$ cat src/rtl/mips_pkg.sv
// ---------------------------------------------------------------------------
// mips_pkg
// Shared definitions for the MIPS data-side pipeline blocks.
//   SB_DEPTH_DEFAULT : default number of entries in the store buffer
//   sb_entry_t       : one buffered store, word address plus data word
//   wordAddr()       : byte address -> word address (drops bits [1:0])
//   byteAddr()       : word address -> word-aligned byte address
// ---------------------------------------------------------------------------
package mips_pkg;

    localparam int SB_DEPTH_DEFAULT = 4;

    typedef struct packed {
        logic [29:0] waddr;
        logic [31:0] data;
    } sb_entry_t;

    // Loads and stores are word sized, so the two byte-offset bits are
    // simply discarded everywhere an address is compared or stored.
    function automatic logic [29:0] wordAddr(input logic [31:0] addr);
        return addr[31:2];
    endfunction

    function automatic logic [31:0] byteAddr(input logic [29:0] waddr);
        return {waddr, 2'b00};
    endfunction

endpackage

$ cat src/rtl/store_buffer_if.sv
// ---------------------------------------------------------------------------
// store_buffer_if
// Bundles the MEM-stage store/load handshake, the data-memory port and the
// occupancy status of the store buffer.
//   st_valid/st_addr/st_data/st_ready : word store handshake
//   ld_valid/ld_addr                  : word load request
//   ld_data/ld_fwd/ld_stall           : load result, forward flag, stall
//   mem_addr/mem_we/mem_wd/mem_rd     : data memory (comb read, posedge write)
//   sb_empty/sb_count                 : occupancy
// Modport slave is used by the store buffer, master by the MEM stage.
// ---------------------------------------------------------------------------
interface store_buffer_if
    import mips_pkg::*;
#(
    parameter int SB_DEPTH = SB_DEPTH_DEFAULT
);

    logic                        st_valid;
    logic [31:0]                 st_addr;
    logic [31:0]                 st_data;
    logic                        st_ready;
    logic                        ld_valid;
    logic [31:0]                 ld_addr;
    logic [31:0]                 ld_data;
    logic                        ld_fwd;
    logic                        ld_stall;
    logic [31:0]                 mem_addr;
    logic                        mem_we;
    logic [31:0]                 mem_wd;
    logic [31:0]                 mem_rd;
    logic                        sb_empty;
    logic [$clog2(SB_DEPTH):0]   sb_count;

    modport slave (
        input  st_valid, st_addr, st_data, ld_valid, ld_addr, mem_rd,
        output st_ready, ld_data, ld_fwd, ld_stall,
               mem_addr, mem_we, mem_wd, sb_empty, sb_count
    );

    modport master (
        output st_valid, st_addr, st_data, ld_valid, ld_addr, mem_rd,
        input  st_ready, ld_data, ld_fwd, ld_stall,
               mem_addr, mem_we, mem_wd, sb_empty, sb_count
    );

endinterface

$ cat src/rtl/store_buffer_fwd.sv
// ---------------------------------------------------------------------------
// store_buffer_fwd
// Combinational youngest-match search over the store buffer entries.
//   i_entries   : buffer storage, indexed by physical slot
//   i_validMask : one bit per physical slot, set when the slot holds a store
//   i_headPtr   : slot of the oldest entry
//   i_ldWaddr   : word address of the load being serviced
//   o_hit       : some valid entry matches the load address
//   o_data      : data of the youngest matching entry (0 when no hit)
// ---------------------------------------------------------------------------
module store_buffer_fwd
    import mips_pkg::*;
#(
    parameter int SB_DEPTH = SB_DEPTH_DEFAULT,
    localparam int PTR_W = $clog2(SB_DEPTH)
) (
    input  sb_entry_t           i_entries [SB_DEPTH],
    input  logic [SB_DEPTH-1:0] i_validMask,
    input  logic [PTR_W-1:0]    i_headPtr,
    input  logic [29:0]         i_ldWaddr,
    output logic                o_hit,
    output logic [31:0]         o_data
);

    logic [PTR_W-1:0] w_idx;

    // Walk the slots from oldest to youngest starting at the head pointer.
    // A later match overwrites an earlier one, so whatever is left at the
    // end of the loop is the youngest store to that word.
    always_comb begin
        o_hit  = 1'b0;
        o_data = '0;
        w_idx  = '0;
        for (int k = 0; k < SB_DEPTH; k++) begin
            w_idx = i_headPtr + PTR_W'(k);
            if (i_validMask[w_idx] && (i_entries[w_idx].waddr == i_ldWaddr)) begin
                o_hit  = 1'b1;
                o_data = i_entries[w_idx].data;
            end
        end
    end

endmodule

$ cat src/rtl/store_buffer.sv
// ---------------------------------------------------------------------------
// store_buffer
// Word store buffer between the MEM stage and the data memory. Stores are
// queued in program order and written back one per cycle whenever the memory
// port is not needed by a load; loads see the youngest buffered store to the
// same word before falling back to memory.
//   clk : single clock, all state on posedge
//   rst : synchronous active-high reset, discards buffered stores
//   sb  : store_buffer_if.slave (store/load handshake, memory port, status)
// ---------------------------------------------------------------------------
module store_buffer
    import mips_pkg::*;
#(
    parameter int SB_DEPTH = SB_DEPTH_DEFAULT
) (
    input  logic           clk,
    input  logic           rst,
    store_buffer_if.slave  sb
);

    localparam int PTR_W   = $clog2(SB_DEPTH);
    localparam int COUNT_W = PTR_W + 1;

    sb_entry_t           r_entries [SB_DEPTH];
    logic [PTR_W-1:0]    r_headPtr;
    logic [PTR_W-1:0]    r_tailPtr;
    logic [COUNT_W-1:0]  r_count;

    logic                w_full;
    logic                w_empty;
    logic                w_push;
    logic                w_drain;
    logic                w_loadSvc;
    logic                w_fwdHit;
    logic [31:0]         w_fwdData;
    logic [SB_DEPTH-1:0] w_validMask;
    logic [PTR_W-1:0]    w_offset;
    sb_entry_t           w_head;

    // Occupancy is tracked with an explicit count so full and empty never
    // alias even though the pointers wrap onto each other.
    assign w_full  = (r_count == COUNT_W'(SB_DEPTH));
    assign w_empty = (r_count == '0);
    assign w_head  = r_entries[r_headPtr];

    // A store is only taken when there is room before this edge; a drain in
    // the same cycle does not make room for it. Reset cycles never push.
    assign w_push    = sb.st_valid && !w_full && !rst;
    assign w_loadSvc = sb.ld_valid && !w_full;

    // The memory port goes to a load whenever one can be serviced; the head
    // entry only drains when the port is idle or the buffer is full. A reset
    // cycle never drains, so discarded stores never reach memory.
    assign w_drain = !w_empty && (!sb.ld_valid || w_full) && !rst;

    // Mark which physical slots currently hold a store: a slot is live when
    // its distance from the head is below the occupancy count.
    always_comb begin
        w_validMask = '0;
        w_offset    = '0;
        for (int i = 0; i < SB_DEPTH; i++) begin
            w_offset       = PTR_W'(i) - r_headPtr;
            w_validMask[i] = ({1'b0, w_offset} < r_count);
        end
    end

    store_buffer_fwd #(
        .SB_DEPTH (SB_DEPTH)
    ) u_fwd (
        .i_entries   (r_entries),
        .i_validMask (w_validMask),
        .i_headPtr   (r_headPtr),
        .i_ldWaddr   (wordAddr(sb.ld_addr)),
        .o_hit       (w_fwdHit),
        .o_data      (w_fwdData)
    );

    // Memory port arbitration: load address first, else the drain of the
    // head entry, else everything held at zero.
    always_comb begin
        sb.mem_addr = '0;
        sb.mem_we   = 1'b0;
        sb.mem_wd   = '0;
        if (w_loadSvc) begin
            sb.mem_addr = byteAddr(wordAddr(sb.ld_addr));
        end else if (w_drain) begin
            sb.mem_addr = byteAddr(w_head.waddr);
            sb.mem_we   = 1'b1;
            sb.mem_wd   = w_head.data;
        end
    end

    // Load result and status. A store pushed this cycle is not yet in the
    // entry array, so it is naturally invisible to a load in the same cycle.
    always_comb begin
        sb.st_ready = !w_full;
        sb.ld_stall = sb.ld_valid && w_full;
        sb.ld_fwd   = w_loadSvc && w_fwdHit;
        sb.ld_data  = w_fwdHit ? w_fwdData : sb.mem_rd;
        sb.sb_empty = w_empty;
        sb.sb_count = r_count;
    end

    // Entry storage carries no reset; the count alone decides which slots
    // hold live data.
    always_ff @(posedge clk) begin
        if (w_push) begin
            r_entries[r_tailPtr] <= '{waddr: wordAddr(sb.st_addr), data: sb.st_data};
        end
    end

    // Pointer and occupancy update. Pointers wrap naturally because the
    // depth is a power of two; a simultaneous push and pop leaves the count
    // unchanged.
    always_ff @(posedge clk) begin
        if (rst) begin
            r_headPtr <= '0;
            r_tailPtr <= '0;
            r_count   <= '0;
        end else begin
            if (w_push) begin
                r_tailPtr <= r_tailPtr + PTR_W'(1);
            end
            if (w_drain) begin
                r_headPtr <= r_headPtr + PTR_W'(1);
            end
            if (w_push && !w_drain) begin
                r_count <= r_count + COUNT_W'(1);
            end else if (!w_push && w_drain) begin
                r_count <= r_count - COUNT_W'(1);
            end
        end
    end

endmodule

$ cat src/flat_wrapper.sv
// flat-port wrapper written by rule: the top's interface ports become plain ports
module store_buffer_flat import mips_pkg::*;
#(
    parameter int SB_DEPTH = SB_DEPTH_DEFAULT
)
  (clk, rst, sb_st_valid, sb_st_addr, sb_st_data, sb_ld_valid, sb_ld_addr, sb_mem_rd, sb_st_ready, sb_ld_data, sb_ld_fwd, sb_ld_stall, sb_mem_addr, sb_mem_we, sb_mem_wd, sb_sb_empty, sb_sb_count);
  store_buffer_if #(.SB_DEPTH(SB_DEPTH)) sb_i ();
  input  logic clk;
  input  logic rst;
  input wire logic [$bits(sb_i.st_valid)-1:0] sb_st_valid;
  input wire logic [$bits(sb_i.st_addr)-1:0] sb_st_addr;
  input wire logic [$bits(sb_i.st_data)-1:0] sb_st_data;
  input wire logic [$bits(sb_i.ld_valid)-1:0] sb_ld_valid;
  input wire logic [$bits(sb_i.ld_addr)-1:0] sb_ld_addr;
  input wire logic [$bits(sb_i.mem_rd)-1:0] sb_mem_rd;
  output wire logic [$bits(sb_i.st_ready)-1:0] sb_st_ready;
  output wire logic [$bits(sb_i.ld_data)-1:0] sb_ld_data;
  output wire logic [$bits(sb_i.ld_fwd)-1:0] sb_ld_fwd;
  output wire logic [$bits(sb_i.ld_stall)-1:0] sb_ld_stall;
  output wire logic [$bits(sb_i.mem_addr)-1:0] sb_mem_addr;
  output wire logic [$bits(sb_i.mem_we)-1:0] sb_mem_we;
  output wire logic [$bits(sb_i.mem_wd)-1:0] sb_mem_wd;
  output wire logic [$bits(sb_i.sb_empty)-1:0] sb_sb_empty;
  output wire logic [$bits(sb_i.sb_count)-1:0] sb_sb_count;
  assign sb_i.st_valid = sb_st_valid;
  assign sb_i.st_addr = sb_st_addr;
  assign sb_i.st_data = sb_st_data;
  assign sb_i.ld_valid = sb_ld_valid;
  assign sb_i.ld_addr = sb_ld_addr;
  assign sb_i.mem_rd = sb_mem_rd;
  assign sb_st_ready = sb_i.st_ready;
  assign sb_ld_data = sb_i.ld_data;
  assign sb_ld_fwd = sb_i.ld_fwd;
  assign sb_ld_stall = sb_i.ld_stall;
  assign sb_mem_addr = sb_i.mem_addr;
  assign sb_mem_we = sb_i.mem_we;
  assign sb_mem_wd = sb_i.mem_wd;
  assign sb_sb_empty = sb_i.sb_empty;
  assign sb_sb_count = sb_i.sb_count;
  store_buffer #(.SB_DEPTH(SB_DEPTH)) u_core (.clk(clk), .rst(rst), .sb(sb_i));
endmodule
$ cat config.mk
export PLATFORM = sky130hd
export DESIGN_NAME = store_buffer_flat
export DESIGN_NICKNAME = d
export VERILOG_FILES = /design/src/rtl/mips_pkg.sv /design/src/rtl/store_buffer_if.sv /design/src/rtl/store_buffer_fwd.sv /design/src/rtl/store_buffer.sv /design/src/flat_wrapper.sv
export SDC_FILE = /design/constraint.sdc
export NUM_CORES = 1
export LEC_CHECK = 0
export CORE_UTILIZATION = 58
export CTS_BUF_LIST = sky130_fd_sc_hd__clkbuf_2 sky130_fd_sc_hd__clkbuf_4 sky130_fd_sc_hd__clkbuf_8
export DETAILED_ROUTE_END_ITERATION = 12
export GPL_ROUTABILITY_DRIVEN = 0
export HOLD_SLACK_MARGIN = 0.02
export PLACE_DENSITY_LB_ADDON = 0.05
export RECOVER_POWER = 100
export SLEW_MARGIN = 20
export SYNTH_ARGS = -nofsm -noshare
export SYNTH_HDL_FRONTEND = slang
export SYNTH_SLANG_ARGS = --single-unit
$ cat constraint.sdc
create_clock -name clk -period 5.4 [get_ports clk]
set_input_delay 1.08 -clock clk [delete_from_list [all_inputs] [get_ports clk]]
set_output_delay 1.08 -clock clk [all_outputs]
set_load 0.01 [all_outputs]
==> results of run 1 <==
## cell type report
class                           count  area, um^2
Multi-Input combinational cell    959        9350
Fill cell                        2016        7720
Sequential cell                   255        7590
Timing Repair Buffer              385        3870
Clock buffer                       59         724
Tap cell                          390         488
Clock inverter                     17         129
Inverter                           16        60.1
Antenna cell                        5        12.5
## state kept, by name (all words and copies together) (netlist names)
name and cells:
u_core.sb.sb_count 3, u_core.r_headPtr 2, u_core.r_tailPtr 2, u_core.r_entries 248
## cells in the final DEF (no fill, tap or decap), drive strengths merged, types with 15 or more instances in the layout
cell type / netlist / final
and2: 36 / 36
clkbuf: 57 / 71
clkdlybuf4s50: 1 / 84
xor2: 17 / 17
nor2: 28 / 28
o22ai: 31 / 31
nand3: 36 / 36
mux2i: 103 / 103
inv: 16 / 16
a32o: 37 / 37
a31oi: 33 / 33
nand4: 15 / 15
a22o: 23 / 23
dlygate4sd3: 5 / 110
edfxtp: 248 / 248
xnor2: 112 / 112
mux2: 43 / 43
mux4: 129 / 129
a211oi: 34 / 34
a22oi: 31 / 31
nand2: 91 / 91
o21ai: 72 / 72
buf: 85 / 146
dlymetal6s2s: 3 / 25
## logic make-up after synthesis
kind of cell | synth area share (%)
AO/OA/AOI/OAI | 12.0
multiplexers | 25.2
flip-flops | 42.6
AND/OR/NAND/NOR | 7.11
buffers and inverters | 6.01
XOR/XNOR | 6.35
adder cells (fa/ha/maj) | 0.745
other | 0.0211
## worst min path at each step
stage                          end  slack (ps)
3_5_place_dp   u_core.r_tailPtr[1]         500
6_report       u_core.r_tailPtr[1]         520
2_1_floorplan  u_core.r_tailPtr[1]         470
3_3_place_gp   u_core.r_tailPtr[1]         490
4_1_cts        u_core.r_tailPtr[1]         510
5_1_grt        u_core.r_tailPtr[1]         550
## what timing repair did
action	in CTS	in global routing
setup buffers	11	12
pin swaps	6	8
endpoints found under the setup margin	33	33
gates cloned	3	1
gates resized for setup	17	59
hold endpoints to repair	0	0
## layer usage
layer,global-route usage [%],vias to the layer above,part of all wire (%)
met5,0,-,0.074
met4,10.1,6,2.9
met3,5.50,121,9.9
met2,48.9,845,46
met1,45.0,6804,41
li1,-,6076,-
## power by group through the flow
stage / clock, W / combinational, W / sequential, W
2_1_floorplan: 0 / 0.00276 / 0.00244
3_3_place_gp: 0 / 0.00375 / 0.00252
3_5_place_dp: 0 / 0.00381 / 0.00253
4_1_cts: 0.00176 / 0.00392 / 0.00246
5_1_grt: 0.00184 / 0.00420 / 0.00248
6_report: 0.00174 / 0.00394 / 0.00247
## per-stage QoR
stage / utilization [%] / hold slack [ps] / setup TNS [ps] / cells
CTS: 73.4 / 512 / 0 / 2068
floorplan: - / 469 / 0 / 1384
global route: 74.2 / 553 / -173 / 2083
finish: 74.2 / 520 / 0 / 2086
global placement: 69.7 / 495 / -2410 / 1978
detailed placement: 69.7 / 504 / -3730 / 1978
## critical path: stages, from the launching register on
cell and delay [ps]:
dfxtp_4 410, buf_12 160, buf_4 190, mux4_2 540
xor2_2 190, or3_1 440, a2111oi_4 190, buf_4 200
bufbuf_16 300, a21boi_2 130, buf_4 170, a31oi_1 160
a22oi_1 130, clkdlybuf4s50_1 490
==> summary.txt, run 1 <==
Placement
  • Dpl hpwl: between 30000 and 40000 um
  • Placement Setup Slack: -260 ps
  • Input/output buffers: ~230
  • Placed instance area: about 21000 um^2

Drt
  • Drc violations: 0
  • Via count: 13852
  • First DRT Iteration DRCs: 1331
  • Initial DRT Pass Iterations: 5
  • Wirelength, routed: 50000 um
  • WL per Instance: around 24 um
  • Detail Route Antenna Nets: 0
  • Vias per cell: 6.64

Clock tree
  • H-tree levels: 2
  • Clock Sinks: ~260
  • Total CTS buffers: 42
  • Root Buffer: clkbuf_8
  • Clock buffer depth: 3
  • CTS tree: built
  • Clock-pin transition on the worst setup and hold timing paths: around 60 ps
  • Clk Latency, worst-skew pair: between 500 and 600 ps
  • Post-CTS Hold Buffers: 0

Floorplanning
  • Die Ht: 177 um
  • Starting Density: roughly 60%
  • Die footprint: about 31000 um^2
  • CORE AREA: roughly 30000 um^2
  • IO Pins: between 200 and 250
  • Row Count: between 60 and 70
  • Die width: roughly 180 um

STA
  • Max Clock Skew: 16.1 ps
  • PnR worst setup slack: between 40 and 50 ps
  • Normalized max-slew margin: -58.3%
  • Final period util: 99.2%
  • RSZ-0062 raised after global routing: true
  • Slew @ Worst Pin: ~2400 ps
  • Pins Over Slew Limit: 240
  • Final hold vios: 0
  • Setup violations, final: 0
  • Fin crit period: 5360 ps
  • Fmax: about 190 MHz

Setup path
  • CP Capture Type: output pin
  • Worst setup endpoint: sb_ld_data[16]
  • Worst setup startpoint: u_core.r_headPtr[0]
  • Max Fanout on Critical Path: 15
  • CP startpoint kind: flip-flop
  • R2R depth: 6
  • Critical path class: reg -> out
  • WP data arrival: between 4000 and 5000 ps
  • Worst path required time: about 4300 ps
  • Worst r2r dst: u_core.r_entries[90]
  • FF-to-FF Start: u_core.sb.sb_count[0]
  • R2R Setup Slk: a little over 600 ps

Synth
  • Most used DFF post-synth: edfxtp_1
  • Mapped Cells: roughly 1400
  • Syn. warnings: 0
  • Sequential fraction of the synthesis area: a little over two fifths
  • Commonest cells post-synth: edfxtp_1, xnor2_1, mux4_2
  • Async SR Flop Fraction: 0%
  • Share of the synthesized area in the top cell type: a little over two fifths
  • Top cells by area, synth: edfxtp_1, mux4_2, mux2i_1, xnor2_1, mux2_2
  • Yosys reg bits: about 260
  • Yosys top cell by area: edfxtp_1
  • Synthesized area per cell: around 13 um^2
  • Yosys cell types: 74
  • EDFF count, synth: 248
  • Synthesized area: 17800 um^2
  • Most frequent cell after synthesis: edfxtp_1

Power and ir drop
  • Power Internal: between 0.005 and 0.006 W
  • Sw power: 0.00292 W
  • Clk pwr share: between 20% and 30%
  • Leakage power figure: roughly 7.5 nW
  • Switching Share: 35.8%
  • Logic pwr share: between 40% and 50%
  • Power per cell area: 367 nW/um^2
  • Seq pwr share: approximately 30%
  • Peak supply drop: about 0.00035 V
  • Total Power: between 0.008 and 0.009 W

Worst hold path
  • Hold depth: 2
  • Hold path start: u_core.r_tailPtr[1]
  • Hold Path Class: reg -> reg

Global routing
  • Gr ovfl total: 0
  • Vias in the first global route: between 10000 and 15000
  • Largest net degree at the start of global routing: 107
  • Wire length of the first global-routing pass: approximately 75000 um
  • Antenna violations before repair: 7
  • GRT Util Overall: between 30% and 40%

Flow run
  • Max-cap viol count: 5

Layout
  • P&R area growth vs syn: 24.9%
  • Finished layout cell area: 22200 um^2
  • Layout cells sized above 1: 26.4%
  • Nets: ~1800

Status
  • Violated checks: max-capacitance violations, max-slew violations
  • Status: complete, but fails checks
Power figures use the tool's default switching activity.
==> run 2, diff against run 1 <==
--- a/config.mk
+++ b/config.mk
@@ -5,9 +5,10 @@
 export SDC_FILE = /design/constraint.sdc
 export NUM_CORES = 1
 export LEC_CHECK = 0
-export CORE_UTILIZATION = 58
+export CORE_UTILIZATION = 60
 export CTS_BUF_LIST = sky130_fd_sc_hd__clkbuf_2 sky130_fd_sc_hd__clkbuf_4 sky130_fd_sc_hd__clkbuf_8
 export DETAILED_ROUTE_END_ITERATION = 12
+export DONT_BUFFER_PORTS = 1
 export GPL_ROUTABILITY_DRIVEN = 0
 export HOLD_SLACK_MARGIN = 0.02
 export PLACE_DENSITY_LB_ADDON = 0.05
==> summary.txt, run 2 (synthesized netlist as in run 1, its figures left out) <==
Placement
  • Input/output buffers: 0
  • Dpl hpwl: around 30000 um

Setup path
  • Critical path class: reg -> out
  • Slowest cell on crit path: a21boi_4
  • Delay-heaviest family, CP: compound AO/OA/AOI/OAI gates
  • WP data arrival: about 4200 ps
  • CP Capture Type: output pin
  • Worst path required time: approximately 4300 ps
  • Slowest cell delay on critical path: 690 ps
  • CP Cell Sequence: buf_12 > buf_4 > mux4_2 > xnor2_1 > nand4_1 > nor4_4 > buf_4 > nand4_1 > a21boi_4 > a31oi_1 > a22oi_1
  • R2R Setup Slk: 400 ps
  • Max Fanout on Critical Path: 28
  • Crit path buf inv count: 3
  • CP startpoint kind: flip-flop

Drt
  • Initial DRT Pass Iterations: 5
  • First DRT Iteration DRCs: approximately 1200
  • Drc violations: 0
  • Detail Route Antenna Nets: 0
  • Via count: approximately 12000
  • WL per Instance: approximately 27 um
  • Vias per cell: between 7 and 8
  • Wirelength, routed: 47200 um

Power and ir drop
  • Power per cell area: 400 nW/um^2
  • Leakage power figure: roughly 5.6 nW
  • Switching Share: a little under two fifths
  • Logic pwr share: 44.0%
  • Clk pwr share: 22.5%
  • Sw power: about 0.0027 W
  • Power Internal: 0.00472 W
  • Total Power: 0.00746 W
  • Seq pwr share: about a third
  • Peak supply drop: between 0.0003 and 0.0004 V

Layout
  • Nets: ~1500
  • Footprint of the multi-input gates: roughly 9000 um^2
  • Filler cells: around 2200
  • Biggest register: u_core.r_entries
  • P&R area growth vs syn: 4.73%
  • Most frequent cells in the layout: edfxtp_1, xnor2_1, mux4_2
  • Ant diodes: 0
  • Layout cells sized above 1: a little under a quarter
  • Most common library cell in the layout ignoring fill and taps: edfxtp_1
  • Max reg flops: 248
  • Sequential cell area: between 7000 and 8000 um^2

Clock tree
  • CTS tree: built
  • Clk Latency, worst-skew pair: about 560 ps
  • Post-CTS Hold Buffers: 0
  • Clock Sinks: around 260
  • Root Buffer: clkbuf_8
  • Clock-pin transition on the worst setup and hold timing paths: about 60 ps
  • Total CTS buffers: 44
  • Clock buffer depth: 3
  • H-tree levels: 2

Status
  • Status: complete, but fails checks
  • Violated checks: max-capacitance violations, max-slew violations

Worst hold path
  • Hold Path Class: reg -> reg

STA
  • RSZ-0062 raised after global routing: true
  • Max Clock Skew: about 17 ps
  • Final period util: a little over nine tenths
  • Normalized max-slew margin: -86.9%
  • Fmax: between 150 and 200 MHz
  • Setup violations, final: 0
  • Pins Over Slew Limit: around 170
  • Final hold vios: 0
  • Fin Setup TNS: 0 ps
  • Fin crit period: approximately 5300 ps
  • Slew @ Worst Pin: about 2800 ps

Floorplanning
  • CORE AREA: approximately 29000 um^2
  • IO Pins: 236
  • Die Ht: roughly 170 um
  • Row Count: between 60 and 70
  • Starting Density: approximately three fifths
  • Die footprint: ~30000 um^2
  • Die width: roughly 170 um

Global routing
  • Wire length of the first global-routing pass: approximately 71000 um
  • Antenna violations before repair: 0
  • Vias in the first global route: roughly 12000
  • GRT Util Overall: between 30% and 40%
  • Gr ovfl total: 0
  • Largest net degree at the start of global routing: between 150 and 200

Flow run
  • Max-cap viol count: 4
==> run 2: cell types whose count changed in the layout (fill, tap and decap cells not counted), moves of 12 or more <==
cell	change
dlygate4sd3_1	-110
buf_4	-93
clkdlybuf4s50_1	-84
dlymetal6s2s_1	-25
and2_1	+14
buf_12	-13
and2_0	-12
==> run 2: final timing paths <==
path | from | end | depth (start not counted)
hold / removal | u_core.r_tailPtr[1] | u_core.r_tailPtr[1] | 2
setup reg to reg | u_core.sb.sb_count[0] | u_core.r_entries[121] | 6
hold reg to reg | u_core.r_tailPtr[1] | u_core.r_tailPtr[1] | 2
setup / recovery | u_core.r_headPtr[0] | sb_ld_data[26] | 11
==> run 2: area by class of cell <==
class | instances | share of cell area, %
repair buffers | 39 | 2.34
clock buffers | 60 | 3.96
flip-flops and latches | 255 | 40.7
inverters | 16 | 0.322
multi-input cells | 959 | 49.6
clock inverters | 20 | 0.470
well taps | 384 | 2.58
==> run 2: worst reg2reg max path: cells and delay by family, from the launching register on <==
family	cells	cell delay [ps]
flip-flops	1	640
AND/OR/NAND/NOR	5	2810
buffers and inverters	1	1100
==> run 2: layer usage <==
layer	vias to the layer above	wire, um	track usage [%]
li1	5370	-	-
met1	6268	19700	43.1
met2	590	21900	46.8
met3	70	4540	7.57
met4	0	1080	9.54
met5	-	0	0
==> run 2: power groups by stage <==
stage | logic (W) | clock network, W | registers (W)
final | 0.00328 | 0.00168 | 0.00250
after detailed placement | 0.00321 | 0 | 0.00255
after global routing | 0.00352 | 0.00178 | 0.00251
after CTS | 0.00327 | 0.00170 | 0.00249
after floorplan | 0.00276 | 0 | 0.00244
after global placement | 0.00317 | 0 | 0.00254
==> run 2: timing repair <==
| action | in CTS | in global routing |
|---|---|---|
| cloned | 0 | 1 |
| pin swaps | 0 | 3 |
| endpoints found under the setup margin | 31 | 33 |
| setup buffers | 2 | 2 |
| gates resized for setup | 1 | 8 |
==> run 2: per-stage QoR <==
step,setup slack (ps),hold WS (ps),cells,cell area [um^2],util [%]
after floorplan,869,469,1384,17800,-
after global placement,541,485,1647,17700,61.2
after detailed placement,488,499,1647,17700,61.2
after CTS,26.0,511,1729,18600,64.2
after global routing,-22.4,514,1733,18600,64.4
final,114,511,1733,18600,64.4
